$ cat src/rtl/clkgate_ctrl_pkg.sv
// Shared types and default widths for the clock-gate controller.
package clkgate_ctrl_pkg;

  localparam int DEF_IDLE_W = 8;
  localparam int DEF_WAKE_W = 4;
  localparam int DEF_GCNT_W = 16;

  typedef enum logic [1:0] {
    CG_RUN  = 2'd0,
    CG_REQ  = 2'd1,
    CG_OFF  = 2'd2,
    CG_WAKE = 2'd3
  } cg_state_e;

endpackage

$ cat src/rtl/cg_satcnt.sv
// Saturating up-counter: clear wins over increment, holds at all ones.
module cg_satcnt #(
  parameter int W = 8
) (
  input  logic         clk,
  input  logic         resetn,
  input  logic         i_clr,
  input  logic         i_inc,
  output logic [W-1:0] o_cnt
);

  logic [W-1:0] r_cnt;

  // Count up on i_inc until all ones; i_clr returns to zero.
  always_ff @(posedge clk or negedge resetn) begin
    if (!resetn) begin
      r_cnt <= '0;
    end else if (i_clr) begin
      r_cnt <= '0;
    end else if (i_inc && (r_cnt != {W{1'b1}})) begin
      r_cnt <= r_cnt + W'(1);
    end
  end

  assign o_cnt = r_cnt;

endmodule

$ cat src/rtl/clkgate_ctrl.sv
// Idle-detecting controller for a single ICG (drives EN and SE).
//
// state | meaning
// RUN   | clock running, counting idle cycles toward a stop request
// REQ   | stop_req raised, waiting for stop_ack (any activity aborts)
// OFF   | enable dropped, clock gated, waiting for go_on
// WAKE  | enable restored, counting settle cycles before clk_ready
module clkgate_ctrl
  import clkgate_ctrl_pkg::*;
#(
  parameter int IDLE_W = DEF_IDLE_W,
  parameter int WAKE_W = DEF_WAKE_W,
  parameter int GCNT_W = DEF_GCNT_W
) (
  input  logic              clk,
  input  logic              resetn,
  input  logic              cfg_en,
  input  logic [IDLE_W-1:0] idle_thr,
  input  logic [WAKE_W-1:0] wake_dly,
  input  logic              scan_mode,
  input  logic              busy,
  input  logic              wake,
  output logic              stop_req,
  input  logic              stop_ack,
  output logic              cg_en,
  output logic              cg_se,
  output logic              clk_ready,
  output logic [GCNT_W-1:0] gate_cnt
);

  cg_state_e         r_state;
  cg_state_e         w_state_nxt;
  logic              w_go_on;
  logic              w_idle;
  logic [IDLE_W-1:0] w_idle_cnt;
  logic [WAKE_W-1:0] w_wake_cnt;
  logic              w_idle_clr;
  logic              w_idle_inc;
  logic              w_wake_clr;
  logic              w_wake_inc;
  logic              w_gate_inc;
  logic              r_cg_en;
  logic              r_stop_req;
  logic              r_clk_ready;

  assign w_go_on = !cfg_en || scan_mode || wake;
  assign w_idle  = !busy && !w_go_on;

  // Next-state decode and counter controls. The idle counter only runs in
  // RUN so every return to RUN restarts the full idle threshold.
  always_comb begin
    w_state_nxt = r_state;
    w_idle_clr  = !w_idle || (r_state != CG_RUN);
    w_idle_inc  = 1'b0;
    w_wake_clr  = 1'b0;
    w_wake_inc  = 1'b0;
    w_gate_inc  = 1'b0;
    case (r_state)
      CG_RUN: begin
        if (w_idle) begin
          if (w_idle_cnt == idle_thr) w_state_nxt = CG_REQ;
          else                        w_idle_inc  = 1'b1;
        end
      end
      CG_REQ: begin
        if (!w_idle) begin
          w_state_nxt = CG_RUN;
        end else if (stop_ack) begin
          w_state_nxt = CG_OFF;
          w_gate_inc  = 1'b1;
        end
      end
      CG_OFF: begin
        if (w_go_on) begin
          w_state_nxt = CG_WAKE;
          w_wake_clr  = 1'b1;
        end
      end
      CG_WAKE: begin
        if (w_wake_cnt == wake_dly) w_state_nxt = CG_RUN;
        else                        w_wake_inc  = 1'b1;
      end
      default: w_state_nxt = CG_RUN;
    endcase
  end

  // State register.
  always_ff @(posedge clk or negedge resetn) begin
    if (!resetn) r_state <= CG_RUN;
    else         r_state <= w_state_nxt;
  end

  // Outputs registered from the next state so they change only on clk posedge.
  always_ff @(posedge clk or negedge resetn) begin
    if (!resetn) begin
      r_cg_en     <= 1'b1;
      r_stop_req  <= 1'b0;
      r_clk_ready <= 1'b1;
    end else begin
      r_cg_en     <= (w_state_nxt != CG_OFF);
      r_stop_req  <= (w_state_nxt == CG_REQ) || (w_state_nxt == CG_OFF);
      r_clk_ready <= (w_state_nxt == CG_RUN) || (w_state_nxt == CG_REQ);
    end
  end

  cg_satcnt #(.W(IDLE_W)) u_idle_cnt (
    .clk    (clk),
    .resetn (resetn),
    .i_clr  (w_idle_clr),
    .i_inc  (w_idle_inc),
    .o_cnt  (w_idle_cnt)
  );

  cg_satcnt #(.W(WAKE_W)) u_wake_cnt (
    .clk    (clk),
    .resetn (resetn),
    .i_clr  (w_wake_clr),
    .i_inc  (w_wake_inc),
    .o_cnt  (w_wake_cnt)
  );

  cg_satcnt #(.W(GCNT_W)) u_gate_cnt (
    .clk    (clk),
    .resetn (resetn),
    .i_clr  (1'b0),
    .i_inc  (w_gate_inc),
    .o_cnt  (gate_cnt)
  );

  assign cg_en     = r_cg_en;
  assign stop_req  = r_stop_req;
  assign clk_ready = r_clk_ready;
  assign cg_se     = scan_mode;

endmodule

$ cat config.mk
export PLATFORM = sky130hd
export DESIGN_NAME = clkgate_ctrl
export DESIGN_NICKNAME = d
export VERILOG_FILES = /design/src/rtl/clkgate_ctrl_pkg.sv /design/src/rtl/cg_satcnt.sv /design/src/rtl/clkgate_ctrl.sv
export SDC_FILE = /design/constraint.sdc
export NUM_CORES = 1
export LEC_CHECK = 0
export CORE_MARGIN = 2
export CORE_UTILIZATION = 47
export CTS_CLUSTER_SIZE = 8
export DETAILED_ROUTE_END_ITERATION = 8
export PLACE_DENSITY = 0.76
export SYNTH_ARGS = -nofsm -noshare
export SYNTH_HDL_FRONTEND = slang
export SYNTH_HIERARCHICAL = 1
export SYNTH_SLANG_ARGS = --single-unit
export TNS_END_PERCENT = 1
$ cat constraint.sdc
create_clock -name clk -period 2 [get_ports clk]
set_input_delay 0.2 -clock clk [delete_from_list [all_inputs] [get_ports clk]]
set_output_delay 0.2 -clock clk [all_outputs]
set_load 0.02 [all_outputs]
==> summary.md, run 1 <==
| Metric | Value |
|---|---|
| Status | `finished clean` |
| H-tree level count | `2` |
| Vias after detailed routing | `about 1.8k` |
| Clock Power Share | `slightly below 40%` |
| Met3 routing resource usage after global routing | `4.04%` |
| Floorplan core area | `just over 0.004 sq mm` |
| Final net count | `283` |
| Max-slew violations | `0` |
| Wirelength per Cell | `about 15 um` |
| Layout cells sized above 1 | `24.8%` |
| Width of the die | `70.0 um` |
| Most frequent cell after synthesis | `dfrtp_1` |
| Switching portion of total power | `23.3%` |
| Adder-Cell Fraction of Synth Area | `1.84%` |
| Hpwl dp | `about 3100 um` |
| Largest area contributor in the netlist | `dfrtp_1` |
| Row count | `23` |
| Largest net degree at the start of global routing | `34` |
| Delay of the slowest cell on the worst path | `0.50 ns` |
| Count of flip-flops with a built-in enable after synthesis | `0` |
| Routability cong. | `0.789` |
| Area of placed instances | `between 0.002 and 0.003 sq mm` |
| Total grt overflow | `0` |
| Die outline area | `0.00489 sq mm` |
| Crit Path Max Fanout | `7` |
| Vertical die dimension | `between 60 and 70 um` |
| Post-Route Skew | `0.0104 ns` |
| # setup viols final | `0` |
| Final antenna diode count | `0` |
| Multiplexer fraction of the synthesized cell area | `5.02%` |
| Share of the clock period used by the worst path after layout | `94.3%` |
| Fin cells | `312` |
| Total number of clock tree sinks | `33` |
| Clk Tree Root Cell | `clkbuf_8` |
| Flop pwr share | `a little over half` |
| Crit path launch type | `flop` |
| Number of DRC violations after detailed routing | `0` |
| Placed cells | `303` |
| Synth cell count leaders | `31 x dfrtp_1, 16 x a21oi_1, 13 x xnor2_1` |
| Main combinational cell family by area after synthesis | `simple AND/OR/NAND/NOR gates` |
| Number of global-route vias before repair | `1708` |
| Minimum setup slack in the final design | `0.114 ns` |
| Worst skew pair latency | `0.28 ns` |
| Global routing met1 resource utilization | `28.7%` |
| Area share of the largest cell type after synthesis | `37.9%` |
| Distinct cells, synth | `54` |
| Critical Path RT | `2.16 ns` |
| Synth Instances | `207` |
| Effective utilization at floorplan | `about half` |
| Cells traversed along the worst timing path | `ha_2, nand4_2, nor4_4, nor4_1, mux2_1` |
| Clock transition at the registers of the reported paths | `0.07 ns` |
| Internal Power | `964 uW` |
| GR met2 Demand/Resource | `a little under a third` |
| Number of placed I/O pins | `39` |
| Top_reg_cell synth | `dfrtp_1` |
| Wire length after detailed routing | `4750 um` |
| Yosys synthesis warning count | `6` |
| Worst Setup Slack post-DPL | `-0.480 ns` |
| Layout Area Growth over Synthesis | `35.2%` |
| Type of the worst setup path | `flop to flop` |
| First-pass GRT wire length | `8020 um` |
| Clock period minus final worst setup slack | `1.89 ns` |
| Count of max-cap constraint violations | `0` |
| Achievable frequency | `about 530 MHz` |
| Count of port buffers added during placement | `38` |
| GRT Total Usage | `20.0%` |
| Remaining number of nets flagged by the antenna check after routing | `0` |
| Combinational Power Share | `7.9%` |
| Inserted Clock Buffers | `5` |
| Slowest-stage cell, CP | `nor4_4` |
| Proportion of synthesized chip area in sequential cells | `40.5%` |
| Maximum count of clock buffers along a single path | `2` |
| Hold crit path type | `primary input to async pin` |
| Per-cell via count in the routed design | `around 5.7` |
| CTS tree | `done` |
| Setup repair after global routing missed its margin | `no` |
| CP endpoint kind | `flop` |
| Total count of hold-check failures in the final report | `0` |
| Initial drt markers | `around 160` |
| Leakage | `0.00108 uW` |
| Antenna violations before repair | `0` |
| Xor-xnor portion of the synthesized cell area | `around 5.6%` |
| Fraction of the mapped netlist area in compound gates | `12.7%` |
| Top cells by area in the synthesized netlist | `dfrtp_1 38%, xnor2_1 5.6%, a21oi_1 3.9%` |
| Post-synthesis instance area | `0.00204 sq mm` |
| Max VDD drop | `0.000474 V` |
| Post-route cell area | `0.00276 sq mm` |
| GRT Max-Usage Layer | `met2` |
| Async set-or-reset flop fraction in the synthesized netlist | `100%` |
| Post-synthesis simple-gate area fraction | `30.5%` |
| Yosys reg bits | `33` |
| Arrival time of data at the critical path endpoint | `2.05 ns` |
| Pre-antenna DRT Iters | `4` |
| Reported net switching power | `between 200 and 300 uW` |
| Power per cell area | `454 mW/mm^2` |
| Mapped Avg Cell Area | `9.88 sq um` |
sequential cells by signal, summed over array words and instances, names as in the netlist:
register / count
u_wake_cnt/o_cnt: 4
cg_en: 1
clk_ready: 1
u_idle_cnt/o_cnt: 8
stop_req: 1
u_gate_cnt/o_cnt: 16
r_state: 2
cells by family after synthesis:
group	after synthesis
AO/OA/AOI/OAI	38
XOR/XNOR	13
adder cells (fa/ha/maj)	3
buffers and inverters	17
flip-flops	33
multiplexers	9
other	1
AND/OR/NAND/NOR	93
placed cells by master, fill, tap and decap left out, drive strengths merged, types with 3 or more instances in the layout:
| master | n |
|---|---|
| o31ai | 7 |
| dfrtp | 31 |
| nor2b | 9 |
| dlymetal6s2s | 3 |
| nor2 | 9 |
| nor4 | 7 |
| nand2 | 9 |
| xnor2 | 13 |
| ha | 3 |
| inv | 9 |
| nor3 | 7 |
| a21oi | 16 |
| and4 | 4 |
| and3 | 7 |
| o21ai | 7 |
| nand3 | 6 |
| nand2b | 6 |
| nand4 | 12 |
| or3 | 4 |
| mux2 | 7 |
| clkdlybuf4s50 | 35 |
| clkbuf | 6 |
| buf | 16 |
| or4 | 7 |
per-layer routing:
layer / up-vias / wire, um
met2: 49 / 2220
met4: 0 / 27
li1: 882 / -
met5: - / 0
met3: 2 / 212
met1: 858 / 2290
final timing paths:
kind / startpoint / end / slack, ns / cells after the start
setup reg to reg: u_gate_cnt/o_cnt[0] / u_gate_cnt/o_cnt[11] / 0.11 / 5
min in group clk: wake / u_wake_cnt/o_cnt[3] / 0.59 / 5
setup / recovery: u_gate_cnt/o_cnt[0] / u_gate_cnt/o_cnt[11] / 0.11 / 5
hold reg to reg: u_gate_cnt/o_cnt[6] / u_gate_cnt/o_cnt[6] / 0.61 / 2
max in group asynchronous: resetn / clk_ready / 1.34 / 2
hold / removal: resetn / u_idle_cnt/o_cnt[2] / 0.32 / 2
layout make-up:
cell class	count	area, sq um
Fill cell	316	1320
Multi-Input combinational cell	158	1240
Sequential cell	33	828
Timing Repair Buffer	54	512
Clock buffer	6	72.6
Tap cell	50	62.6
Inverter	9	38.8
Clock inverter	2	10.0
stage by stage:
stage | TNS, ns | utilization, % | hold slack [ns] | power [uW]
floorplan | 0 | - | -0.0956 | 715
global placement | -7.01 | 62.8 | 0.580 | 776
detailed placement | -8.09 | 62.8 | 0.590 | 776
CTS | -0.106 | 66.4 | 0.335 | 1270
global route | 0 | 67.6 | 0.369 | 1300
finish | 0 | 67.6 | 0.319 | 1260
what timing repair did:
item	in CTS	in global routing
endpoints found under the setup margin	17	18
pin swaps	6	6
buffers inserted	0	1
hold buffers	0	0
gates resized for setup	16	11
hold endpoints to repair	0	0
power groups by stage:
stage | registers, uW | logic, uW | clock network [uW]
final | 670 | 99.7 | 487
after global routing | 669 | 110 | 523
after floorplan | 683 | 31.7 | 0
after CTS | 669 | 98.0 | 499
after global placement | 682 | 93.7 | 0
after detailed placement | 682 | 94.4 | 0
critical path, delay by kind of cell (launching register included):
kind / cells / cell delay, ns
DFF: 1 / 0.42
and+or+nand+nor: 3 / 0.78
adders and majority gates: 1 / 0.24
muxes: 1 / 0.33
(Power assumes the default switching activity.)
==> inputs of run 2 (changes only) <==
--- a/config.mk
+++ b/config.mk
@@ -6,10 +6,10 @@
 export NUM_CORES = 1
 export LEC_CHECK = 0
 export CORE_MARGIN = 2
-export CORE_UTILIZATION = 47
+export CORE_UTILIZATION = 56
 export CTS_CLUSTER_SIZE = 8
 export DETAILED_ROUTE_END_ITERATION = 8
-export PLACE_DENSITY = 0.76
+export PLACE_DENSITY = 0.85
 export SYNTH_ARGS = -nofsm -noshare
 export SYNTH_HDL_FRONTEND = slang
 export SYNTH_HIERARCHICAL = 1
==> constraint.sdc (replaced) <==
create_clock -name clk -period 2.35 [get_ports clk]
set_input_delay 0.235 -clock clk [delete_from_list [all_inputs] [get_ports clk]]
set_output_delay 0.235 -clock clk [all_outputs]
set_load 0.02 [all_outputs]
==> run 2 against run 1 <==
  * Final cell count decreased by 2.2%
  * Non-clock buffer count fell by 3
  * Clock skew decreased by 0.0044 ns
  * First-iteration DRC count is 16% lower
  * Routed wire length decreased by 7.9%
  * Worst setup slack better by 0.056 ns
  * Critical endpoint is now u_gate_cnt/o_cnt[7]
==> summary.md, run 2 (same netlist as run 1, synthesis figures left out) <==
| Metric | Value |
|---|---|
| FF-to-FF Start | `u_gate_cnt/o_cnt[0]` |
| Achievable frequency | `459 MHz` |
| Leakage | `just over 0.001 uW` |
| Remaining number of nets flagged by the antenna check after routing | `0` |
| Worst path bufs/invs | `3` |
| Total count of hold-check failures in the final report | `0` |
| Initial drt markers | `132` |
| Largest net degree at the start of global routing | `34` |
| First-pass GRT wire length | `7540 um` |
| Vertical die dimension | `64.4 um` |
| Type of the worst setup path | `primary input to flop` |
| Worst skew pair latency | `0.33 ns` |
| CTS tree | `done` |
| Inserted Clock Buffers | `5` |
| Vias after detailed routing | `1774` |
| GRT Total Usage | `between 20% and 30%` |
| Count of port buffers added during placement | `38` |
| Number of placed I/O pins | `39` |
| Max-slew violations | `0` |
| Power per cell area | `366 mW/mm^2` |
| First element of the critical path | `scan_mode` |
| Number of DRC violations after detailed routing | `0` |
| Final antenna diode count | `0` |
| Wire length after detailed routing | `roughly 4400 um` |
| Crit Path Max Fanout | `9` |
| Maximum count of clock buffers along a single path | `2` |
| Max reg flops | `16` |
| Share of the core filled with cells | `~76%` |
| Cell family with most CP delay | `simple AND/OR/NAND/NOR gates` |
| Antenna violations before repair | `0` |
| Final net count | `280` |
| Routability cong. | `0.848` |
| Fin cells | `around 310` |
| Number of filler cells placed in the layout | `262` |
| Layout cells sized above 1 | `17.8%` |
| Hold bufs inserted after CTS | `0` |
| Clock transition at the registers of the reported paths | `0.10 ns` |
| Share of the clock period used by the worst path after layout | `between 90% and 100%` |
| # setup viols final | `0` |
| Post-Route Skew | `0.00599 ns` |
| Arrival time of data at the critical path endpoint | `2.44 ns` |
| H-tree level count | `2` |
| Per-cell via count in the routed design | `5.82` |
| Worst hold slack | `0.282 ns` |
| Width of the die | `64.4 um` |
| Effective utilization at floorplan | `59.9%` |
| Count of max-cap constraint violations | `0` |
| Slowest-stage cell, CP | `or4_1` |
| Hpwl dp | `3090 um` |
| Critical Path RT | `2.61 ns` |
| Die outline area | `0.00415 sq mm` |
| CP endpoint kind | `flop` |
| Setup repair after global routing missed its margin | `no` |
| Total number of clock tree sinks | `33` |
| Floorplan core area | `between 0.003 and 0.004 sq mm` |
| Sum Neg Setup Slack | `0 ns` |
| Wirelength per Cell | `14.3 um` |
| Delay of the slowest cell on the worst path | `roughly 0.52 ns` |
| Clock period minus final worst setup slack | `approximately 2.2 ns` |
| Max VDD drop | `0.000385 V` |
| Status | `finished clean` |
| Cells traversed along the worst timing path | `clkdlybuf4s50_1, or3b_4, nor3_1, and3_1, inv_1, buf_4, or4_1, a21oi_1` |
| Row count | `21` |
| Hold crit path type | `primary input to async pin` |
| Most frequent cells in the layout | `38 x clkdlybuf4s50_1, 31 x dfrtp_1, 16 x a21oi_1, 13 x xnor2_1, 13 x buf_4` |
| Total grt overflow | `0` |
| Clk Tree Root Cell | `clkbuf_4` |
| Crit path launch type | `primary input` |
| Layout Area Growth over Synthesis | `26.9%` |
| Most common cell after layout, fill and taps aside | `clkdlybuf4s50_1` |
| Placed cells | `297` |
| Number of global-route vias before repair | `1729` |
| Pre-antenna DRT Iters | `4` |
==> run 2: final timing paths <==
kind	endpoint	slack [ns]	cells past startpoint
min	u_gate_cnt/o_cnt[0]	0.28	2
min reg2reg	u_wake_cnt/o_cnt[1]	0.61	2
max	u_gate_cnt/o_cnt[7]	0.17	8
max in group asynchronous	cg_en	1.72	2
max reg2reg	u_gate_cnt/o_cnt[9]	0.36	6
min in group clk	u_wake_cnt/o_cnt[1]	0.61	2
==> run 2: cell type report <==
type                       instances  area (sq um)  area share [%]
tap                               46          57.6            2.22
multi-input combinational        158          1140            44.1
sequential                        33           828            31.9
clock inverter                     2          10.0           0.386
clock buffer                       6          41.3            1.59
timing repair buffer              51           478            18.4
inverter                           9          33.8            1.30
==> run 2: report_power, final <==
group / switching (uW) / internal (uW)
logic: 34.5 / 43.2
registers: 0.618 / 569
clock network: 189 / 114
total: 224 / 726
==> run 2: through the flow <==
step	total power, uW	area (sq um)	worst slack [ns]
final	950	2590	0.171
after detailed placement	658	2540	-0.165
after global routing	991	2590	0.0451
after floorplan	608	2050	0.262
after CTS	964	2590	0.194
after global placement	657	2540	-0.118
==> run 2: worst reg2reg max path, delay by kind of cell (launching register included) <==
| kind | cells | cell delay (ns) |
|---|---|---|
| flip-flops | 1 | 0.43 |
| adder cells (fa/ha/maj) | 1 | 0.27 |
| buffers and inverters | 1 | 0.26 |
| AND/OR/NAND/NOR | 3 | 0.60 |
| multiplexers | 1 | 0.32 |
==> run 2: what timing repair did <==
action,in CTS,in global routing
endpoints found under the hold margin,0,0
buffers inserted,0,0
setup endpoints to repair,0,1
gates resized for setup,0,1
==> run 2: layer usage <==
metal  vias to the layer above  wire length [um]  GRT usage (%)
met5                         -                 0              0
met4                         0                51           9.57
met3                         5               159           3.13
met2                        49              2110           38.8
met1                       854              2050           30.8
li1                        866                 -              -
